==> config.mk <==
export PLATFORM = sky130hd
export DESIGN_NAME = ttd_multichannel
export DESIGN_NICKNAME = d
export VERILOG_FILES = /design/src/rtl/ttd_pkg.sv /design/src/rtl/ttd_sync.sv /design/src/rtl/ttd_multichannel.sv
export SDC_FILE = /design/constraint.sdc
export NUM_CORES = 1
export LEC_CHECK = 0
export ABC_AREA = 0
export CELL_PAD_IN_SITES_DETAIL_PLACEMENT = 0
export CELL_PAD_IN_SITES_GLOBAL_PLACEMENT = 1
export CORE_MARGIN = 5
export CORE_UTILIZATION = 30
export CTS_CLUSTER_DIAMETER = 50
export DETAILED_ROUTE_END_ITERATION = 10
export PLACE_DENSITY_LB_ADDON = 0.2
export SETUP_SLACK_MARGIN = 0.05
export SLEW_MARGIN = 20
export SYNTH_ARGS = -nofsm -noshare
export SYNTH_HDL_FRONTEND = slang
export SYNTH_SLANG_ARGS = --single-unit
export TNS_END_PERCENT = 5
==> constraint.sdc <==
create_clock -name clk -period 2.6 [get_ports clk]
set_input_delay 0.52 -clock clk [delete_from_list [all_inputs] [get_ports clk]]
set_output_delay 0.52 -clock clk [all_outputs]
set_load 0.01 [all_outputs]
==> src/rtl/ttd_pkg.sv <==
// Shared types and defaults for the multichannel time-to-digital converter.
package ttd_pkg;

    localparam int unsigned TIMER_BITS_DEF = 8;
    localparam int unsigned N_CH_DEF       = 2;
    localparam int unsigned AVG_LOG2_DEF   = 2;
    localparam int unsigned RST_CYCLES_DEF = 4;

    typedef enum logic [2:0] {
        StIdle,
        StDischarge,
        StCharge,
        StAccum,
        StReport
    } ttd_state_e;

    function automatic int unsigned ch_w(input int unsigned n_ch);
        return (n_ch > 1) ? $clog2(n_ch) : 1;
    endfunction

endpackage

==> src/rtl/ttd_sync.sv <==
// Two-flop synchroniser for the asynchronous comparator output.
module ttd_sync (
    input  logic clk,
    input  logic rst,
    input  logic d_i,
    output logic q_o
);

    logic meta_q;
    logic sync_q;

    always_ff @(posedge clk or posedge rst) begin
        if (rst) begin
            meta_q <= 1'b0;
            sync_q <= 1'b0;
        end else begin
            meta_q <= d_i;
            sync_q <= meta_q;
        end
    end

    assign q_o = sync_q;

endmodule

==> src/rtl/ttd_multichannel.sv <==
// Round-robin multichannel TDC: discharge, count until the comparator trips, average, report.
module ttd_multichannel
    import ttd_pkg::*;
#(
    parameter int unsigned TIMER_BITS = TIMER_BITS_DEF,
    parameter int unsigned N_CH       = N_CH_DEF,
    parameter int unsigned AVG_LOG2   = AVG_LOG2_DEF,
    parameter int unsigned RST_CYCLES = RST_CYCLES_DEF
) (
    input  logic                  clk,
    input  logic                  rst,
    input  logic                  en,
    input  logic                  in,
    output logic                  rst_cap,
    output logic [ch_w(N_CH)-1:0] ch_sel,
    output logic                  busy,
    output logic [TIMER_BITS-1:0] data_out,
    output logic [ch_w(N_CH)-1:0] data_ch,
    output logic                  data_valid,
    output logic                  overflow
);

    localparam int unsigned CH_W  = ch_w(N_CH);
    localparam int unsigned ACC_W = TIMER_BITS + AVG_LOG2;
    localparam int unsigned IDX_W = (AVG_LOG2 > 0) ? AVG_LOG2 : 1;
    localparam int unsigned DIS_W = (RST_CYCLES > 1) ? $clog2(RST_CYCLES) : 1;

    localparam logic [DIS_W-1:0]      DIS_LAST   = DIS_W'(RST_CYCLES - 1);
    localparam logic [IDX_W-1:0]      IDX_LAST   = IDX_W'((1 << AVG_LOG2) - 1);
    localparam logic [CH_W-1:0]       CH_LAST    = CH_W'(N_CH - 1);
    localparam logic [TIMER_BITS:0]   CNT_TMO    = {1'b1, {TIMER_BITS{1'b0}}};
    localparam logic [TIMER_BITS-1:0] SAMPLE_MAX = '1;

    ttd_state_e            state_q;
    logic                  in_s;
    logic [DIS_W-1:0]      dis_cnt_q;
    logic [TIMER_BITS:0]   cnt_q;
    logic [TIMER_BITS:0]   cnt_d;
    logic [TIMER_BITS-1:0] sample_q;
    logic [ACC_W-1:0]      acc_q;
    logic [ACC_W-1:0]      acc_d;
    logic [IDX_W-1:0]      idx_q;
    logic                  ovf_q;
    logic                  rst_cap_q;
    logic [CH_W-1:0]       ch_sel_q;
    logic [TIMER_BITS-1:0] data_out_q;
    logic [CH_W-1:0]       data_ch_q;
    logic                  data_valid_q;
    logic                  overflow_q;

    ttd_sync u_sync (
        .clk (clk),
        .rst (rst),
        .d_i (in),
        .q_o (in_s)
    );

    assign cnt_d = cnt_q + (TIMER_BITS + 1)'(1);
    assign acc_d = acc_q + ACC_W'(sample_q);

    always_ff @(posedge clk or posedge rst) begin
        if (rst) begin
            state_q      <= StIdle;
            dis_cnt_q    <= '0;
            cnt_q        <= '0;
            sample_q     <= '0;
            acc_q        <= '0;
            idx_q        <= '0;
            ovf_q        <= 1'b0;
            rst_cap_q    <= 1'b1;
            ch_sel_q     <= '0;
            data_out_q   <= '0;
            data_ch_q    <= '0;
            data_valid_q <= 1'b0;
            overflow_q   <= 1'b0;
        end else begin
            data_valid_q <= 1'b0;
            unique case (state_q)
                StIdle: begin
                    rst_cap_q <= 1'b1;
                    if (en) begin
                        state_q   <= StDischarge;
                        ch_sel_q  <= '0;
                        idx_q     <= '0;
                        acc_q     <= '0;
                        ovf_q     <= 1'b0;
                        dis_cnt_q <= '0;
                    end
                end
                StDischarge: begin
                    if (dis_cnt_q != DIS_LAST) begin
                        dis_cnt_q <= dis_cnt_q + DIS_W'(1);
                    end else if (!in_s) begin
                        state_q   <= StCharge;
                        rst_cap_q <= 1'b0;
                        cnt_q     <= '0;
                    end
                end
                StCharge: begin
                    cnt_q <= cnt_d;
                    // A trip on the last countable cycle still yields a valid, non-overflow sample.
                    if (in_s || cnt_d == CNT_TMO) begin
                        state_q   <= StAccum;
                        rst_cap_q <= 1'b1;
                        sample_q  <= in_s ? cnt_q[TIMER_BITS-1:0] : SAMPLE_MAX;
                        if (!in_s) begin
                            ovf_q <= 1'b1;
                        end
                    end
                end
                StAccum: begin
                    acc_q     <= acc_d;
                    dis_cnt_q <= '0;
                    if (idx_q != IDX_LAST) begin
                        idx_q   <= idx_q + IDX_W'(1);
                        state_q <= StDischarge;
                    end else begin
                        // Results are loaded here so they are visible during the REPORT cycle.
                        state_q      <= StReport;
                        data_out_q   <= TIMER_BITS'(acc_d >> AVG_LOG2);
                        data_ch_q    <= ch_sel_q;
                        overflow_q   <= ovf_q;
                        data_valid_q <= 1'b1;
                    end
                end
                StReport: begin
                    acc_q     <= '0;
                    ovf_q     <= 1'b0;
                    idx_q     <= '0;
                    dis_cnt_q <= '0;
                    if (en) begin
                        state_q  <= StDischarge;
                        ch_sel_q <= (ch_sel_q == CH_LAST) ? '0 : ch_sel_q + CH_W'(1);
                    end else begin
                        state_q  <= StIdle;
                        ch_sel_q <= '0;
                    end
                end
                default: state_q <= StIdle;
            endcase
        end
    end

    assign rst_cap    = rst_cap_q;
    assign ch_sel     = ch_sel_q;
    assign busy       = (state_q != StIdle);
    assign data_out   = data_out_q;
    assign data_ch    = data_ch_q;
    assign data_valid = data_valid_q;
    assign overflow   = overflow_q;

endmodule

[After elaboration in Yosys (flattened, before gate mapping)]
Index checks and enable logic that the tools add are counted.
Word-level totals
  register bits after elaboration: 50
  bits in latches: 0
  RAM bits: 0
  memory bits (read-only): 0
  input port bits: 4
  output and inout bits: 14
  logic and storage cells: 86
  memories kept: 0
Cells by class
  $add $sub $neg: 5
  multipliers: 0
  div/mod/pow operators: 0
  order comparisons: 0
  equal/unequal tests: 14
  shift-type cells: 0
  mux-type cells: 31
  bitwise gates (word level): 1
  reduce and logical (&&, ||, !) cells: 20
Operators by type and width (count)
  10-bit case mux with 3 select lines: 1
  9-bit two-way mux: 2
  2-bit != test, second input constant: 9
  9-bit case mux with 2 select lines: 1
  3-bit two-way mux: 5
  3-bit case mux with 5 select lines: 1
  3-bit nonzero test: 5
  2-bit case mux with 3 select lines: 2
  4-bit AND reduction: 3
  1-bit two-way mux: 11
  10-bit by 8-bit adder with 10-bit output: 1
  10-bit two-way mux: 1
  9-bit by 1-bit adder with 9-bit output, second input constant: 1
  9-bit equality test, second input constant: 1
  3-bit AND reduction: 3
  8-bit two-way mux: 1
  2-bit AND reduction: 4
  3-bit by 2-bit equality test with 1-bit output, second input constant: 2
  2-bit two-way mux: 3
  1-bit case mux with 3 select lines: 2
  2-bit by 1-bit adder with 2-bit output, second input constant: 2
  2-bit nonzero test: 2
  3-bit by 1-bit equality test with 1-bit output, second input constant: 1
  3-bit equality test, second input constant: 1
  6 further kinds: 6

[Depth between registers and ports, before layout]
Gate-level depths: netlist of run 1.
  depth after elaboration: 5
  mapped depth: 8
  depth with buffers taken out: 8

[Cells and area by module]
A second synthesis of run 1 with hierarchy kept.
Unflattened totals
  cell total of the unflattened synthesis: 283
  area total of the unflattened synthesis: 2762.6 um2
By module, submodules not included
  ttd_multichannel: times used 1, cells each 280, area each 2708.8 um2, seq. area each 1202.4 um2
  ttd_sync: times used 1, cells each 3, area each 53.8 um2, seq. area each 50.0 um2

[Least setup slack after synthesis of run 1]
Ideal clock, no wire load.
  path type: register -> register
  start: reg cnt_q[0]
  end: reg sample_q[0]
  library setup time: 0.065 ns
  data arrival time: 1.979 ns
  required time: 2.535 ns
  path slack: 0.556 ns
  cell stages (with the launch flop): 8
  buffers on the path: 0
  clock period less this slack: 2.044 ns
  cell sequence: dfrtp_1 -> ha_1 -> nand3_2 -> xnor2_2 -> a31oi_1 -> or4_4 -> a21oi_4 -> o22a_1
Between the ends
  word-level cells in the longest chain between the ends: 4
  elaborated cells on any way between the ends: 5
  classes of those cells: add/sub: 1; eq/ne: 1; mux: 1; reduce/logical: 2
RTL lines
  start, declared: RTL line ttd_multichannel.sv:37  | logic [TIMER_BITS:0] cnt_q;
  start signal, assigned: RTL line ttd_multichannel.sv:100  | cnt_q <= cnt_d;
  9-bit by 1-bit adder with 9-bit output: RTL line ttd_multichannel.sv:58  | assign cnt_d = cnt_q + (TIMER_BITS + 1)'(1);
  9-bit equality test: RTL line ttd_multichannel.sv:102  | if (in_s || cnt_d == CNT_TMO) begin
  1-bit logical OR: RTL line ttd_multichannel.sv:102
  2-bit AND reduction (no source line)
  end signal, assigned: RTL line ttd_multichannel.sv:105  | sample_q <= in_s ? cnt_q[TIMER_BITS-1:0] : SAMPLE_MAX;
  end, declared: RTL line ttd_multichannel.sv:39  | logic [TIMER_BITS-1:0] sample_q;
Several ways; a longest one is shown, not always the timed one.
A chain may end at the register's enable or synchronous reset.

[Worst setup path in the final report of run 1]
  start: reg cnt_q[0]
  end: reg sample_q[6]
Between the ends
  word-level cells in the longest chain between the ends: 4
RTL lines (RTL line)
  9-bit by 1-bit adder with 9-bit output: ttd_multichannel.sv:58
  9-bit equality test: ttd_multichannel.sv:102
  1-bit logical OR: ttd_multichannel.sv:102
  2-bit AND reduction (no source line)
Every way passes these cells.

==> results of run 1 <==
==> cell type report <==
| class | count | share of cell area |
|---|---|---|
| clock buffer | 6 | 0.0282 |
| sequential | 50 | 0.427 |
| multi-input combinational | 189 | 0.408 |
| clock inverter | 2 | 0.00555 |
| inverter | 10 | 0.0128 |
| tap | 105 | 0.0448 |
| timing repair buffer | 23 | 0.0734 |
==> where the power goes <==
group / total, mW / internal [mW] / switching, mW
registers: 1.14 / 0.970 / 0.174
clock network: 0.499 / 0.220 / 0.279
logic: 0.931 / 0.434 / 0.497
==> layer usage <==
metal / vias to the layer above / GRT usage
li1: 950 / -
met1: 880 / 0.157
met2: 19 / 0.179
met3: 6 / 0.0266
met4: 0 / 0.0394
met5: - / 0
==> synth_stat cells (all sizes together) (2+ instances only) <==
master,instances,share of area
buf,3,0.012
dfrtp,49,0.48
nor2,10,0.016
a21o,3,0.0089
o31ai,3,0.0089
o21ai,35,0.069
and3,2,0.0054
nor3,3,0.0059
or3,3,0.0079
a31oi,3,0.0074
a22o,2,0.0069
nand2,43,0.064
nor3b,2,0.0059
clkbuf,6,0.0089
o211ai,3,0.0089
and2,2,0.0049
inv,10,0.015
mux2,3,0.013
xnor2,6,0.024
nand3,8,0.018
xor2,6,0.021
o22a,8,0.028
nand2b,6,0.015
a21oi,13,0.030
ha,12,0.059
nand4,2,0.0049
or2,2,0.0049
==> state kept, by name (all words and copies together), names as in the netlist <==
| name | count |
|---|---|
| ch_sel | 1 |
| state_q | 3 |
| data_valid | 1 |
| sample_q | 8 |
| u_sync.meta_q | 1 |
| rst_cap | 1 |
| cnt_q | 9 |
| u_sync.q_o | 1 |
| acc_q | 10 |
| dis_cnt_q | 2 |
| idx_q | 2 |
| overflow | 1 |
| data_out | 8 |
| data_ch | 1 |
| ovf_q | 1 |
==> kinds of logic (layout without fill, tap and decap cells) <==
group,Yosys count,after routing
DFF,50,50
muxes,4,4
adders and majority gates,13,13
and+or+nand+nor,85,85
AOI/OAI and AO/OA,75,75
xor gates and xnor gates,12,12
buffers and inverters,19,41
==> worst paths after layout <==
check	slack (ns)	cells past startpoint	to	startpoint
hold / removal	0.38	0	u_sync.q_o	u_sync.meta_q
min in group asynchronous	0.59	2	acc_q[1]	rst
setup reg to reg	0.33	7	sample_q[6]	cnt_q[0]
setup / recovery	0.33	7	sample_q[6]	cnt_q[0]
max in group asynchronous	1.40	3	data_out[3]	rst
hold reg to reg	0.38	0	u_sync.q_o	u_sync.meta_q
==> stage by stage <==
stage,setup slack (ns),std cells,power [mW],hold WS (ns)
floorplan,0.556,258,1.81,0.331
global placement,0.366,377,2.10,0.340
detailed placement,0.334,377,2.10,0.335
CTS,0.312,385,2.63,0.381
global route,0.170,385,2.81,0.390
finish,0.331,385,2.57,0.381
==> qor.txt, run 1 <==
Post-Place Cell Area = 0.00283 mm²
H-tree Lvls = 2
FF+latch area = 0.00125 mm²
Crit path time final = 2.27 ns
CP cell instances = ha_1 > nand3_2 > xnor2_2 > a31oi_1 > or4_4 > a21oi_4 > o22a_1
Post-CTS setup buffers = 0
Post-DP HPWL = 3830 µm
# rows = 33
Most frequent cells in the layout = dfrtp_1 (49), nand2_1 (43), o21ai_0 (34)
Status = finished, final reports clean
Main combinational cell family by area after synthesis = compound AO/OA/AOI/OAI gates
Critical path's largest stage delay = 0.60 ns
Post-route DRC = 0
Fill cells = 841
Rel. slew slack = 0.609
Slew Limit Fails = 0
Maximum vdd ir drop = 0.000348 V
Clock-pin transition on the worst setup and hold timing paths = 0.10 ns
CTS tree = done
Layout Utilization = 0.357
Setup TNS = 0 ns
Buf/Inv on CP = 0
Number of buffers created by CTS = 5
Crit Path Class = reg -> reg
Antenna violations before repair = 0
Number of global-route vias before repair = 1838
Full die area = 0.0104 mm²
CTS Sinks = 50
Vias = 1855
First-pass GRT wire length = 9300 µm
Share of cells above drive strength 1 = 0.100
Worst Hold Class = reg -> reg
Register area share after synthesis = 0.493
Synth Area in Compound Gates = 0.184
Post-synthesis mux area share = 0.0172
Primary FF master, synth = dfrtp_1
Max Used Layer = met4
Adder-Cell Fraction of Synth Area = 0.0670
Synthesis-to-finish area growth = 15.5%
Nets = 296
Critical path data required time = 2.84 ns
GRT Overall Usage = 0.115
Pin slew with the least headroom to its limit = 0.585 ns
Synthesized area per cell = 9.84 µm²
Clk_skew = 0.0129 ns
Starting DRT DRC Count = 70
Delay-heaviest family, CP = simple AND/OR/NAND/NOR gates
PostCTS Resize Cnt = 0
Final ANT Viol Nets = 0
Core area = 0.00822 mm²
Starting Density = 0.309
Final worst-path cycle share = 0.873
M1 wire length = 2730 µm
Diode count = 0
Post-synthesis simple-gate area fraction = 0.159
Post-synthesis xor/xnor area fraction = 0.0443
Input/output buffers = 17
Fin. Hold Viols = 0
Post-synthesis cell type count = 45
Syn Nets = 275
Pwr/cell area = 878 mW/mm²
Synthesized flop and latch total = 50
Critical Path Source Type = register
Post-route cell area = 0.00293 mm²
I/O pin total = 18
Wire per inst = 13.9 µm
Clock Tree Buf Depth = 2
WP data arrival = 2.51 ns
Largest net degree at the start of global routing = 27
Most common cell after layout, fill and taps aside = dfrtp_1
Final Setup Violations = 0
Drt first pass iters = 4
Post-DR vias/cell = 4.82
Area of the multi-input gates = 0.00120 mm²
Met2 wire length = 2390 µm
Slowest CP cell = or4_4
Die extent in x = 102 µm
Overflow after GRT = 0
Syn. warnings = 0
Asr flop ratio synth = 1.00
CP max FO = 8
Root Buffer Master = clkbuf_8
Crit end category = register
Die height = 102 µm
Routability congestion estimate = 0.754
Mapped Area = 0.00254 mm²
RSZ-0062 raised after global routing = no
Met3 WL = 167 µm
Number of synthesized flops with an enable pin = 0
Post-CTS Hold Buffers = 0
Leakage = 1.28 nW
Cells after Synth = 258
Fmax = 0.441 GHz
Post-Route WL = 5370 µm
Skew-Pair Late Insertion Delay = 0.31 ns
Max cap viols = 0
Note: power is estimated with default switching activity, not from simulation.
==> run 2: changes to the inputs <==
--- a/config.mk
+++ b/config.mk
@@ -14,8 +14,10 @@
 export DETAILED_ROUTE_END_ITERATION = 10
 export PLACE_DENSITY_LB_ADDON = 0.2
 export SETUP_SLACK_MARGIN = 0.05
+export SKIP_CTS_REPAIR_TIMING = 1
 export SLEW_MARGIN = 20
 export SYNTH_ARGS = -nofsm -noshare
 export SYNTH_HDL_FRONTEND = slang
+export SYNTH_HIERARCHICAL = 1
 export SYNTH_SLANG_ARGS = --single-unit
 export TNS_END_PERCENT = 5
==> run 2 against run 1 <==
  * Core utilization is 1.3 points lower
  * Sequential cell count unchanged
  * Register-to-register slack gained 0.19 ns
  * Synthesized area increased by 8.8%
  * Worst hold slack got worse by 0.024 ns
  * Sequential power is 11% lower
  * Clock-buffer cell count is 1 lower
  * Combinational power is 40% lower
  * Die area increased by 7.9%
  * Sequential share of layout area shrank 2.8 points
  * Non-clock buffer count shrank 2
  * First-iteration DRC count up 10%
  * Largest cell class is now multi-input gates
  * Largest power group unchanged
  * Highest routed layer unchanged
==> qor.txt, run 2 <==
Drt first pass iters = 4 (unchanged)
Rel. slew slack = 0.649 (+0.0399)
Clock Tree Buf Depth = 2 (unchanged)
Nets = 317 (+7.1%)
CTS Sinks = 50 (unchanged)
Synthesized area per cell = 9.76 µm² (-0.84%)
Starting Density = 0.303 (-0.00582)
Primary FF master, synth = dfrtp_1
CTS tree = done
Fill cells = 935 (+11%)
Yosys top cell area share = 0.444 (-0.0389)
# rows = 35 (+6.1%)
Post-route DRC = 0 (unchanged)
Diode count = 0 (unchanged)
Die extent in x = 106 µm (+3.9%)
Clock-pin transition on the worst setup and hold timing paths = 0.10 ns (about the same)
Pwr/cell area = 649 mW/mm² (-26%)
Post-synthesis cell type count = 52 (+16%)
Synthesized flop and latch total = 50 (unchanged)
Max FFs per register = 10 (unchanged)
Synth area leader = dfrtp_1
Antenna violations before repair = 0 (unchanged)
Syn. warnings = 6 (+6)
Most frequent cells in the layout = dfrtp_1 (49), o21ai_0 (45), nand2_1 (41)
Full die area = 0.0112 mm² (+7.9%)
Final cell count without fillers = 412 (+7.0%)
Synth top cells by count = dfrtp_1 (49), o21ai_0 (45), nand2_1 (41)
Number of global-route vias before repair = 2032 (+11%)
Crit Path Class = reg -> out
Largest net degree at the start of global routing = 49 (+81%)
Input/output buffers = 17 (unchanged)
WP data arrival = 1.66 ns (-0.85 ns)
Slowest CP cell = dfrtp_1
Overflow after GRT = 0 (unchanged)
Syn Nets = 300 (+9.1%)
Critical path's largest stage delay = 0.51 ns (-0.09 ns)
Slew Limit Fails = 0 (unchanged)
Root Buffer Master = clkbuf_8
Register area share after synthesis = 0.453 (-0.0398)
Die height = 106 µm (+3.9%)
Wire per inst = 14.5 µm (+3.9%)
GRT Overall Usage = 0.111 (-0.00310)
Cells after Synth = 283 (+9.7%)
Crit end category = primary output
CP cell instances = nor2_1 > nand2_1 > clkdlybuf4s50_1
I/O pin total = 18 (unchanged)
Post-DP HPWL = 4290 µm (+12%)
Most common cell after layout, fill and taps aside = dfrtp_1
Buf/Inv on CP = 1 (+1)
Starting DRT DRC Count = 77 (+10%)
Synth Area in Compound Gates = 0.215 (+0.0309)
Pin slew with the least headroom to its limit = 0.526 ns (-0.0590 ns)
# placed instances = 404 (+7.2%)
Final Setup Violations = 0 (unchanged)
Routability congestion estimate = 0.760 (+0.76%)
Post-synthesis xor/xnor area fraction = 0.0412 (-0.00312)
Number of buffers created by CTS = 5 (unchanged)
Skew-Pair Late Insertion Delay = 0.31 ns (about the same)
Max cap viols = 0 (unchanged)
Final worst-path cycle share = 0.838 (-0.0346)
Critical Path Source Type = register
Clk_skew = 0.00957 ns (-0.00334 ns)
Hold WS = 0.357 ns (-0.0244 ns)
Post-DR vias/cell = 4.94 (+2.6%)
Worst Hold Class = reg -> reg
Post-synthesis simple-gate area fraction = 0.140 (-0.0187)
Synthesis-to-finish area growth = 13.5%
Number of synthesized flops with an enable pin = 0 (unchanged)
Most frequent cell after synthesis = dfrtp_1
Fin. Hold Viols = 0 (unchanged)
First-pass GRT wire length = 10200 µm (+9.6%)
Setup TNS = 0 ns (unchanged)
Delay-heaviest family, CP = flip-flops
Post-Route WL = 5970 µm (+11%)
Share of cells above drive strength 1 = 0.0963 (-0.00365)
Adder-Cell Fraction of Synth Area = 0.0616 (-0.00540)
CP max FO = 9 (+1)
Status = finished, final reports clean
H-tree Lvls = 2 (unchanged)
Top reg by flops = acc_q
Vias = 2036 (+9.8%)
Critical path data required time = 2.08 ns (-0.76 ns)
Core area = 0.00911 mm² (+11%)
Post-synthesis mux area share = 0.0462 (+0.0290)
Mapped Area = 0.00276 mm² (+8.8%)
Leakage = 1.31 nW (+2.3%)
Asr flop ratio synth = 1.00 (unchanged)
Maximum vdd ir drop = 0.000281 V (-19%)
Main area contributors after synthesis = dfrtp_1 (44%), o21ai_0 (8.2%), nand2_1 (5.6%)
Regs by FF count = acc_q (10), cnt_q (9)
Final ANT Viol Nets = 0 (unchanged)
Crit path time final = 2.18 ns (-0.0898 ns)
Fmax = 0.459 GHz (+4.1%)
RSZ-0062 raised after global routing = no
Main combinational cell family by area after synthesis = compound AO/OA/AOI/OAI gates
==> run 2: cell types whose count changed in the layout (fill, tap and decap cells not counted), moves of 3 or more <==
| cell | previous run | this run |
|---|---|---|
| o31ai_1 | 3 | 8 |
| a21oi_1 | 12 | 8 |
| inv_1 | 9 | 12 |
| o22a_1 | 8 | 0 |
| nor2_1 | 9 | 12 |
| o21ai_0 | 34 | 45 |
| buf_4 | 6 | 3 |
| mux2i_1 | 1 | 9 |
==> run 2: worst reg2reg max path, delay by kind of cell (launching register included) <==
family,cells,cell delay [ns]
adder cells (fa/ha/maj),2,0.65
flip-flops,1,0.41
AO/OA/AOI/OAI,5,0.95
==> run 2: per-layer routing <==
layer	GRT usage	up-vias	share of wire
met2	0.181	21	0.46
met5	0	-	0
met3	0.0219	6	0.022
met4	0.0250	0	0.0097
met1	0.154	971	0.51
li1	-	1038	-
==> run 2: worst paths after layout <==
check,from,endpoint,slack [ns],depth (start not counted)
max,state_q[0],busy,0.42,3
max in group asynchronous,rst,rst_cap,1.74,3
min,u_sync/meta_q,u_sync/q_o,0.36,0
max reg2reg,sample_q[0],acc_q[8],0.52,7
min in group asynchronous,rst,u_sync/meta_q,0.40,2
min reg2reg,u_sync/meta_q,u_sync/q_o,0.36,0
==> run 2: per-stage QoR <==
stage	utilization	area (µm²)	worst slack, ns	total power [mW]
final	0.344	3140	0.421	2.04
after global routing	0.344	3140	0.293	2.19
after CTS	0.344	3140	0.410	2.08
after detailed placement	0.334	3050	0.523	1.59
after global placement	0.334	3050	0.553	1.59
after floorplan	-	2760	0.715	1.42
==> run 2: cells by family after synthesis <==
| logic type | count (synthesis) |
|---|---|
| AO/OA/AOI/OAI | 91 |
| buffers and inverters | 24 |
| AND/OR/NAND/NOR | 80 |
| flip-flops | 50 |
| adder cells (fa/ha/maj) | 13 |
| XOR/XNOR | 13 |
| multiplexers | 12 |
==> run 2: cell type report <==
cell class              instances  area (µm²)  share of cell area
repair buffers                 21         213              0.0678
well taps                     111         139              0.0443
inverters                      13        48.8              0.0156
clock buffers                   5        68.8              0.0219
clock inverters                 3        21.3             0.00678
flip-flops and latches         50        1250               0.399
multi-input cells             209        1390               0.444
==> run 2: power breakdown <==
part / total [mW] / leakage [nW] / internal, mW / switching (mW)
clock network: 0.471 / 0.0441 / 0.190 / 0.281
registers: 1.01 / 0.678 / 0.881 / 0.124
logic: 0.560 / 0.587 / 0.245 / 0.315
==> run 3: changes to the inputs <==
==> constraint.sdc (replaced) <==
create_clock -name clk -period 2.1 [get_ports clk]
set_input_delay 0.42 -clock clk [delete_from_list [all_inputs] [get_ports clk]]
set_output_delay 0.42 -clock clk [all_outputs]
set_load 0.01 [all_outputs]
==> run 3 against run 2 <==
  * Sequential share of layout area shrank 0.93 points
  * Register-to-register slack lost 0.33 ns
  * Clock skew grew 0.0058 ns
  * Largest power group unchanged
==> qor.txt, run 3 (synthesis results as in run 2) <==
GRT Overall Usage = 0.117 (+0.00518)
Diode count = 0 (unchanged)
CP Depth = 3 (unchanged)
Die extent in x = 106 µm (unchanged)
Regs by FF count = acc_q (10), cnt_q (9)
Vias = 2083 (+2.3%)
Final ANT Viol Nets = 0 (unchanged)
Critical path data required time = 1.68 ns (-0.40 ns)
# rows = 35 (unchanged)
Top reg by flops = acc_q
GRT busiest layer = met2
Slowest CP cell = dfrtp_1
Crit end category = primary output
Fin. Hold Viols = 0 (unchanged)
Most frequent cells in the layout = dfrtp_1 (48), o21ai_0 (43), nand2_1 (41)
Clk_skew = 0.0154 ns (+0.00583 ns)
Buf/Inv on CP = 1 (unchanged)
Delay-heaviest family, CP = flip-flops
Rel. slew slack = 0.669 (+0.0195)
Leakage = 1.34 nW (+2.7%)
Synthesis-to-finish area growth = 16.3%
H-tree Lvls = 2 (unchanged)
Full die area = 0.0112 mm² (unchanged)
Largest net degree at the start of global routing = 23 (-53%)
Maximum vdd ir drop = 0.000397 V (+41%)
Met2 Usage GRT = 0.190 (+0.00865)
Core area = 0.00911 mm² (unchanged)
Number of buffers created by CTS = 5 (unchanged)
Setup TNS = 0 ns (unchanged)
WP data arrival = 1.59 ns (-0.07 ns)
Drt first pass iters = 4 (unchanged)
Nets = 323 (+1.9%)
Root Buffer Master = clkbuf_8
Max FFs per register = 10 (unchanged)
Starting Density = 0.303 (unchanged)
Fmax = 0.498 GHz
Status = finished, final reports clean
Wire per inst = 14.6 µm (+0.55%)
Skew-Pair Late Insertion Delay = 0.32 ns (about the same)
Input/output buffers = 17 (unchanged)
First-pass GRT wire length = 10600 µm (+3.6%)
Overflow after GRT = 0 (unchanged)
Post-Route WL = 6090 µm (+2.0%)
Crit Path Class = reg -> out
Post-DR vias/cell = 4.98 (+0.84%)
Die height = 106 µm (unchanged)
Met1 usage = 0.158 (+0.00441)
CTS Sinks = 50 (unchanged)
Post-Place Cell Area = 0.00309 mm² (+1.5%)
Share of cells above drive strength 1 = 0.137 (+0.0405)
Layout Utilization = 0.353 (+0.00852)
Critical Path Source Type = register
CP cell instances = nor2_2 > nand2_1 > clkdlybuf4s50_1
Worst Hold Class = in -> async
Routability congestion estimate = 0.765 (+0.62%)
CTS tree = done
Antenna violations before repair = 0 (unchanged)
Crit path time final = 2.01 ns
Slew Limit Fails = 0 (unchanged)
Post-route cell area = 0.00321 mm² (+2.5%)
Final Setup Violations = 0 (unchanged)
Most common cell after layout, fill and taps aside = dfrtp_1
Clock-pin transition on the worst setup and hold timing paths = 0.10 ns (about the same)
FF-to-FF path depth = 6 (-1)
Final worst-path cycle share = 0.956
Critical path's largest stage delay = 0.56 ns (+0.05 ns)
Number of global-route vias before repair = 2098 (+3.2%)
Met3 usage = 0.0200 (-0.00182)
Post-DP HPWL = 4420 µm (+2.8%)
Max cap viols = 0 (unchanged)
I/O pin total = 18 (unchanged)
Clock Tree Buf Depth = 2 (unchanged)
Pwr/cell area = 817 mW/mm² (+26%)
Post-route DRC = 0 (unchanged)
CP max FO = 9 (unchanged)
Pin slew with the least headroom to its limit = 0.497 ns (-0.0292 ns)
Starting DRT DRC Count = 76 (-1.3%)
RSZ-0062 raised after global routing = yes
[run 3: per-layer routing]
metal	vias up	routed length, µm
li1	1055	-
met1	1003	3120
met2	17	2770
met3	8	108
met4	0	88
met5	-	0
[run 3: cell type report]
type | instances | area, µm²
clock buffers | 5 | 68.8
clock inverters | 3 | 28.8
fillers | 945 | 5900
inverters | 13 | 48.8
multi-input cells | 209 | 1420
flip-flops and latches | 50 | 1250
well taps | 111 | 139
repair buffers | 27 | 258
[run 3: final timing paths]
check | startpoint | endpoint | slack (ns)
min in group clk | u_sync/meta_q | u_sync/q_o | 0.36
worst max-delay path | state_q[0] | busy | 0.09
max in group asynchronous | rst | sample_q[4] | 1.15
worst max register to register | cnt_q[0] | rst_cap | 0.19
worst min register to register | u_sync/meta_q | u_sync/q_o | 0.36
worst min-delay path | rst | u_sync/q_o | 0.29
[run 3: worst register-to-register path: stages, from the launching register on]
cell and delay [ns]:
dfrtp_1 0.36, ha_1 0.30, and3_4 0.26, a31oi_4 0.11, o2111ai_4 0.40, o21ai_2 0.13
o32a_1 0.29
[run 3: stage by stage]
stage | power [mW] | setup slack (ns) | hold slack (ns) | std cells
after floorplan | 1.76 | 0.215 | 0.161 | 283
after global placement | 2.00 | 0.100 | 0.334 | 410
after detailed placement | 2.01 | 0.0495 | 0.343 | 410
after CTS | 2.66 | 0.0164 | 0.284 | 418
after global routing | 2.83 | 0.0201 | 0.303 | 418
final | 2.62 | 0.0928 | 0.290 | 418
[run 3: power breakdown]
group	switching (mW)	total [mW]	internal [mW]
clock	0.380	0.630	0.250
sequential	0.125	1.22	1.09
combinational	0.438	0.778	0.341
total	0.943	2.62	1.68
